===== src/rtl/fetch_unit.sv =====
// Instruction fetch front end: issues word reads, queues returned instructions in order and
// hands them to decode over valid/ready; redirects flush the queue and discard stale reads.
module fetch_unit #(
    parameter logic [31:0] RESET_PC = 32'h0000_0000,
    parameter int          DEPTH    = 2
) (
    input  logic        clk,
    input  logic        reset,
    output logic        imem_req,
    output logic [31:0] imem_addr,
    input  logic        imem_ready,
    input  logic        imem_rvalid,
    input  logic [31:0] imem_rdata,
    input  logic        redirect,
    input  logic [31:0] redirect_pc,
    output logic        f_valid,
    input  logic        f_ready,
    output logic [31:0] f_instr,
    output logic [31:0] f_pc,
    output logic [31:0] f_pc_plus4,
    output logic [6:0]  op,
    output logic [2:0]  funct3,
    output logic        funct7b5
);
    localparam int PW       = $clog2(DEPTH);
    localparam int CW       = $clog2(DEPTH) + 1;
    localparam int DW       = CW + 1;
    localparam int DISC_MAX = (1 << DW) - 1;

    logic [31:0]   fetch_pc;
    logic [31:0]   resp_pc;
    logic [CW-1:0] count;
    logic [CW-1:0] inflight;
    logic [DW-1:0] discard;
    logic [PW-1:0] head;
    logic [PW-1:0] tail;
    logic [31:0]   q_instr [DEPTH];
    logic [31:0]   q_pc    [DEPTH];

    logic [CW:0]   occupancy;
    logic [DW:0]   outstanding;
    logic [DW-1:0] disc_next;
    logic [31:0]   target;
    logic          accept;
    logic          push;
    logic          drop;
    logic          pop;

    // Decrement that floors at zero; a redirect-cycle response always retires one outstanding read.
    function automatic logic [DW-1:0] dec_floor0(input logic [DW-1:0] v, input logic en);
        return (en && v != '0) ? v - DW'(1) : v;
    endfunction

    assign occupancy   = {1'b0, count} + {1'b0, inflight};
    assign outstanding = {1'b0, discard} + (DW+1)'(inflight);

    // The outstanding cap keeps the discard counter from wrapping if redirects outpace responses.
    assign imem_req  = !reset && !redirect && (occupancy < (CW+1)'(DEPTH))
                       && (outstanding < (DW+1)'(DISC_MAX));
    assign imem_addr = fetch_pc;
    assign accept    = imem_req && imem_ready;
    assign push      = imem_rvalid && !redirect && (discard == '0) && (inflight != '0);
    assign drop      = imem_rvalid && !redirect && (discard != '0);
    assign f_valid   = !reset && (count != '0);
    assign pop       = f_valid && f_ready && !redirect;
    assign target    = redirect_pc & 32'hFFFF_FFFC;
    assign disc_next = dec_floor0(discard + DW'(inflight), imem_rvalid);

    always_ff @(posedge clk) begin
        if (reset) begin
            fetch_pc <= RESET_PC;
            resp_pc  <= RESET_PC;
            count    <= '0;
            inflight <= '0;
            discard  <= '0;
            head     <= '0;
            tail     <= '0;
        end else if (redirect) begin
            fetch_pc <= target;
            resp_pc  <= target;
            count    <= '0;
            inflight <= '0;
            discard  <= disc_next;
            head     <= tail;
        end else begin
            if (accept) begin
                fetch_pc <= fetch_pc + 32'd4;
            end
            if (push) begin
                resp_pc <= resp_pc + 32'd4;
                tail    <= tail + PW'(1);
            end
            if (pop) begin
                head <= head + PW'(1);
            end
            if (drop) begin
                discard <= discard - DW'(1);
            end
            inflight <= inflight + CW'(accept) - CW'(push);
            count    <= count + CW'(push) - CW'(pop);
        end
    end

    // Queue storage carries no reset; entries are only visible once count covers them.
    always_ff @(posedge clk) begin
        if (push && !reset) begin
            q_instr[tail] <= imem_rdata;
            q_pc[tail]    <= resp_pc;
        end
    end

    assign f_instr    = q_instr[head];
    assign f_pc       = q_pc[head];
    assign f_pc_plus4 = f_pc + 32'd4;
    assign op         = f_instr[6:0];
    assign funct3     = f_instr[14:12];
    assign funct7b5   = f_instr[30];

    stray_rvalid: assert property (@(posedge clk) disable iff (reset)
        !(imem_rvalid && inflight == '0 && discard == '0));

endmodule


===== config.mk =====
export PLATFORM = sky130hd
export DESIGN_NAME = fetch_unit
export DESIGN_NICKNAME = d
export VERILOG_FILES = /design/src/rtl/fetch_unit.sv
export SDC_FILE = /design/constraint.sdc
export NUM_CORES = 1
export LEC_CHECK = 0
export ABC_AREA = 1
export CAP_MARGIN = 10
export CORE_MARGIN = 2
export CORE_UTILIZATION = 52
export CTS_CLUSTER_DIAMETER = 60
export DETAILED_ROUTE_END_ITERATION = 7
export GPL_TIMING_DRIVEN = 0
export HOLD_SLACK_MARGIN = 0.05
export PLACE_DENSITY = 0.86
export SLEW_MARGIN = 20
export SYNTH_ARGS = -nofsm -noshare
export SYNTH_HDL_FRONTEND = slang
export SYNTH_SLANG_ARGS = --single-unit

===== constraint.sdc =====
create_clock -name clk -period 5.5 [get_ports clk]
set_clock_uncertainty 0.2 [all_clocks]
set_input_delay 0.55 -clock clk [delete_from_list [all_inputs] [get_ports clk]]
set_output_delay 0.55 -clock clk [all_outputs]
set_load 0.01 [all_outputs]

After elaboration in Yosys (flattened, before gate mapping)
Memory sizes are Yosys's and may differ from the RTL's. A register that Yosys moved wholly into a read port is not among the register bits.
Cells that the tools add are included.
{ "word_totals": {"ff_bits": 73, "ramBits": 128, "out_inout_bits": 141, "wordCells": 69, "n_memories": 2} }
{ "classes": {"addsub": 14, "n_lt_le_gt_ge": 2, "n_mux": 15, "n_bitwise": 1, "n_reduce_logical": 26} }
{ "memory_table": {"columns": ["name", "words", "width", "read_ports", "rd_clocked_by_memory_dff", "wr", "line", "source"], "rows": [
  ["q_instr", 2, 32, 1, 1, 1, "37", "logic [31:0] q_instr [DEPTH];"],
  ["q_pc", 2, 32, 1, 1, 1, "38", "logic [31:0] q_pc [DEPTH];"]
]} }
{ "op_table": {"columns": ["op", "count"], "rows": [
  ["2-to-1 mux 32 bit", 4],
  ["adder 32 x 3 -> 32 bit (second input constant)", 3],
  ["logical AND 1 bit", 13],
  ["nonzero test 2 bit", 6],
  ["2-to-1 mux 3 bit", 3],
  ["2-to-1 mux 1 bit", 8],
  ["nonzero test 3 bit", 2],
  ["subtractor 3 x 1 -> 3 bit (second input constant)", 2],
  ["adder 2 x 1 -> 2 bit", 2],
  ["adder 3 x 2 -> 4 bit", 1],
  ["< comparator 4 x 3 -> 1 bit (second input constant)", 1],
  ["subtractor 2 x 1 -> 2 bit", 2],
  ["adder 2 x 2 -> 3 bit", 1],
  ["adder 3 x 2 -> 3 bit", 1],
  ["logical NOT 3 bit", 1],
  ["< comparator 3 x 2 -> 1 bit (second input constant)", 1],
  ["adder 1 bit (second input constant)", 2],
  ["logical NOT 1 bit", 2],
  ["AND reduction 2 bit", 1],
  ["OR reduction 2 bit", 1],
  ["inverter 1 bit", 1]
]} }

Logic depth before layout (Yosys ltp)
{ "depth": {"ltp_word": 8, "depth_mapped": 13, "depth_no_buf": 12} }

Least setup slack after synthesis
OpenSTA, ideal clock, no wires.
{ "synth_path": {"path_type": "flip-flop to flip-flop", "from": "register discard[1]", "to": "memory q_instr[0][0], enable pin", "arrival_ns": 3.831, "required_ns": 4.818, "slack_ns": 0.986, "stages_incl_launch_ff": 9, "path_buffers": 0, "period_less_slack_ns": 4.514, "path_cell_list": "dfxtp_1 > inv_1 > ha_1 > nand2_1 > nor2_1 > nand3_2 > nor2_1 > inv_1 > nor2_1"} }
{ "synth_via": {"elab_chain_len": 6} }
{ "synth_rtl": {"columns": ["element", "line", "source"], "rows": [
  ["start, declared", "34", "logic [DW-1:0] discard;"],
  ["start signal, assigned", "83", "discard <= disc_next;"],
  ["start signal, assigned", "97", "discard <= discard - DW'(1);"],
  ["logical NOT 3 bit", "62", "assign push = imem_rvalid && !redirect && (discard == '0) && (inflight != '0);"],
  ["logical AND 1 bit (2 in series)", "62", null],
  ["logical AND 1 bit", "106", "if (push && !reset) begin"],
  ["2-to-1 mux 1 bit", "106", null],
  ["2-to-1 mux 1 bit (implied by the code)", "107", "q_instr[tail] <= imem_rdata;"],
  ["end, declared", "37", null]
]} }
No other way between the ends.

==> impl_metrics.ini <==
[clock_tree]
cts_sinks = 194
cts_hold_buf = 0
post_cts_buffers = 0
clk_latency_ns = 0.45
path_clk_slew_ns = 0.08
cts_root_buf = clkbuf_16
ctsResizeCount = 0
cts_buffer_depth = 2
cts_tree = built
h-tree-depth = 4
numCtsBuffers = 17

[timing]
worst_pin_slew_ns = 0.744
setup_viol = 0
hold_viol = 0
slew_violations = 0
rsz0062_at_grt = no
slew_headroom_pct = 50.4
post-route-period-util_pct = 71.7
fmax_mhz = 254
fin_crit_ns = 3.94

[global_routing]
grt_pass1_vias = 9215
grt_pass1_wl_microns = 46700
grt-ovfl-total = 0
antenna_found_initial = 0
grt_util_all_layers_pct = 27.3
grt_max_degree = 28

[finish]
nets = 1616
n_fill_cell = 1540
antenna_cells = 0
fin_util_pct = 68.2
drive_above_1_share_pct = 9.79
syn_to_final_growth_pct = 29.8

[synthesis]
synth_largest_area_cell = edfxtp_1
yosysWarnings = 0
synth.area.top_cells = edfxtp_1 35%, dfxtp_1 13%, nand2_1 13%
netlist_instances = 1300
synth-seq-cells = 194
avgSynthCellArea_sq_um = 8.12
async_flop_share_pct = 0
synth-edff-count = 124
syn_area_sq_um = 10600
yosysUniqueCellTypes = 44
synth_seq_area_share_pct = 48.5
synth-main-ff-cell = edfxtp_1
synth_top_cell_area_share_pct = 35.3

[critical_path]
regToRegSetupSlack_ns = 2.31
critPathLaunchType = flip-flop
arrival_ns = 3.19
path_class = flip-flop to output pin
end_kind = output pin
crit_fanout = 10
cp_data_required_time_ns = 4.75

[route]
drtIter0Drc = 805
routed_via_density = 5.31
drt-pass1-iter-count = 5
remaining_drc_errors = 0
final_antenna_net_count = 0
wl_per_cell_microns = 16.1
wl_microns = 29200
vias = 9621

[die]
initial_core_util_pct = 52.5
placementRows = 52
die_y_microns = 147
die-area_sq_um = 21500
placeableCoreArea_sq_um = 20100
die_w_microns = 147
io-pin-count = 211

[place]
dp_hpwl_microns = 22500
gp_congestion = 1.02
portBuffers = 202

[outcome]
status = finished, final reports clean

[pwr]
leakage_nw = 5.34
p_per_area_nw_per_um2 = 239
ir_drop_uv = 248
power_mw = 3.27

[hold_path]
worstHoldPathType = flip-flop to flip-flop

[run]
maxCapViolations = 0
-- cell families after synthesis --
logic type                 share of synthesized area (%)
and+or+nand+nor                                     26.4
buffers and inverters                               8.78
DFF                                                 48.5
AOI/OAI and AO/OA                                   8.36
muxes                                               3.41
xor gates and xnor gates                            2.49
adders and majority gates                           2.04
other                                             0.0355
-- cell type report --
class,count,area (sq um),share of cell area [%]
Sequential cell,194,5120,37.4
Multi-Input combinational cell,897,4540,33.1
Timing Repair Buffer,206,2120,15.4
Inverter,166,623,4.55
Clock buffer,17,425,3.10
Tap cell,270,338,2.46
Buffer,48,304,2.22
Clock inverter,15,234,1.71
-- per-stage QoR --
step / worst slack [ns] / hold slack (ns) / cells / TNS [ns] / area (sq um)
2_1_floorplan: 0.986 / 0.220 / 1305 / 0 / 10600
3_3_place_gp: -1.06 / 0.257 / 1777 / -124.25 / 12900
3_5_place_dp: 1.98 / 0.273 / 1781 / 0 / 13000
4_1_cts: 1.52 / 0.284 / 1813 / 0 / 13700
5_1_grt: 1.37 / 0.306 / 1813 / 0 / 13700
6_report: 1.56 / 0.282 / 1813 / 0 / 13700
-- path summary, 6_finish.rpt --
| check | from | endpoint | depth (start not counted) |
|---|---|---|---|
| max | flip-flop | f_pc_plus4[18] | 10 |
| min reg2reg | resp_pc[4]$_SDFFE_PP0P_ | q_pc[0][4]$_DFFE_PP_ | 0 |
| min | resp_pc[4]$_SDFFE_PP0P_ | q_pc[0][4]$_DFFE_PP_ | 0 |
| max reg2reg | discard[1]$_SDFFE_PP0P_ | q_instr[0][24]$_DFFE_PP_ | 9 |
-- state kept, by name (all words and copies together) (netlist names), named ones only --
name	count
count	2
discard	3
head	1
imem_addr	30
inflight	2
q_instr	64
q_pc	60
resp_pc	30
tail	1
-- cell usage after synthesis, types with 7 or more instances --
cell type	instances
mux2_2	32
clkbuf_1	9
xnor2_1	13
nand3_1	97
edfxtp_1	124
xor2_1	17
buf_2	9
a21oi_1	38
o21ai_2	11
a31oi_1	7
inv_1	159
nand4_1	15
buf_4	20
o21ai_1	10
nor2_1	158
nor2_2	10
ha_1	14
nand2_1	361
o21ai_0	66
dfxtp_1	70
-- report_power, final --
group          leakage (nW)  internal, mW  switching, mW
registers              1.71          1.58         0.0551
logic                  3.31         0.143          0.163
clock network         0.317         0.651          0.681
-- worst max-delay path, cell delays in order, from the launching register on --
cell and delay [ns]:
dfxtp_1 0.32, buf_6 0.16, o21ai_1 0.47, ha_1 0.36
nand3_1 0.23, inv_1 0.18, nand2_2 0.13, inv_2 0.09
nand2_1 0.07, xnor2_1 0.16, clkdlybuf4s50_1 0.58
-- cells in the final DEF (no fill, tap or decap), drive strengths merged, types with 2 or more instances in the layout --
cell,n
a21boi,2
a21oi,40
a31oi,7
buf,43
clkbuf,26
clkdlybuf4s50,202
clkinv,8
conb,6
dfxtp,70
edfxtp,124
fa,2
ha,14
inv,173
mux2,32
nand2,366
nand3,98
nand3b,5
nand4,17
nor2,171
nor3,3
o21ai,92
o21bai,2
o31ai,2
or2,4
xnor2,13
xor2,17
-- metal layers --
layer  track usage, %  vias to the layer above  wire (microns)
met3             4.06                       69            2550
met1             34.5                     4362           11600
met4             11.0                        0             965
met2             47.4                      522           14100
met5                0                        -               0
li1                 -                     4668               -
No activity file was read; power rests on OpenSTA's default activity.
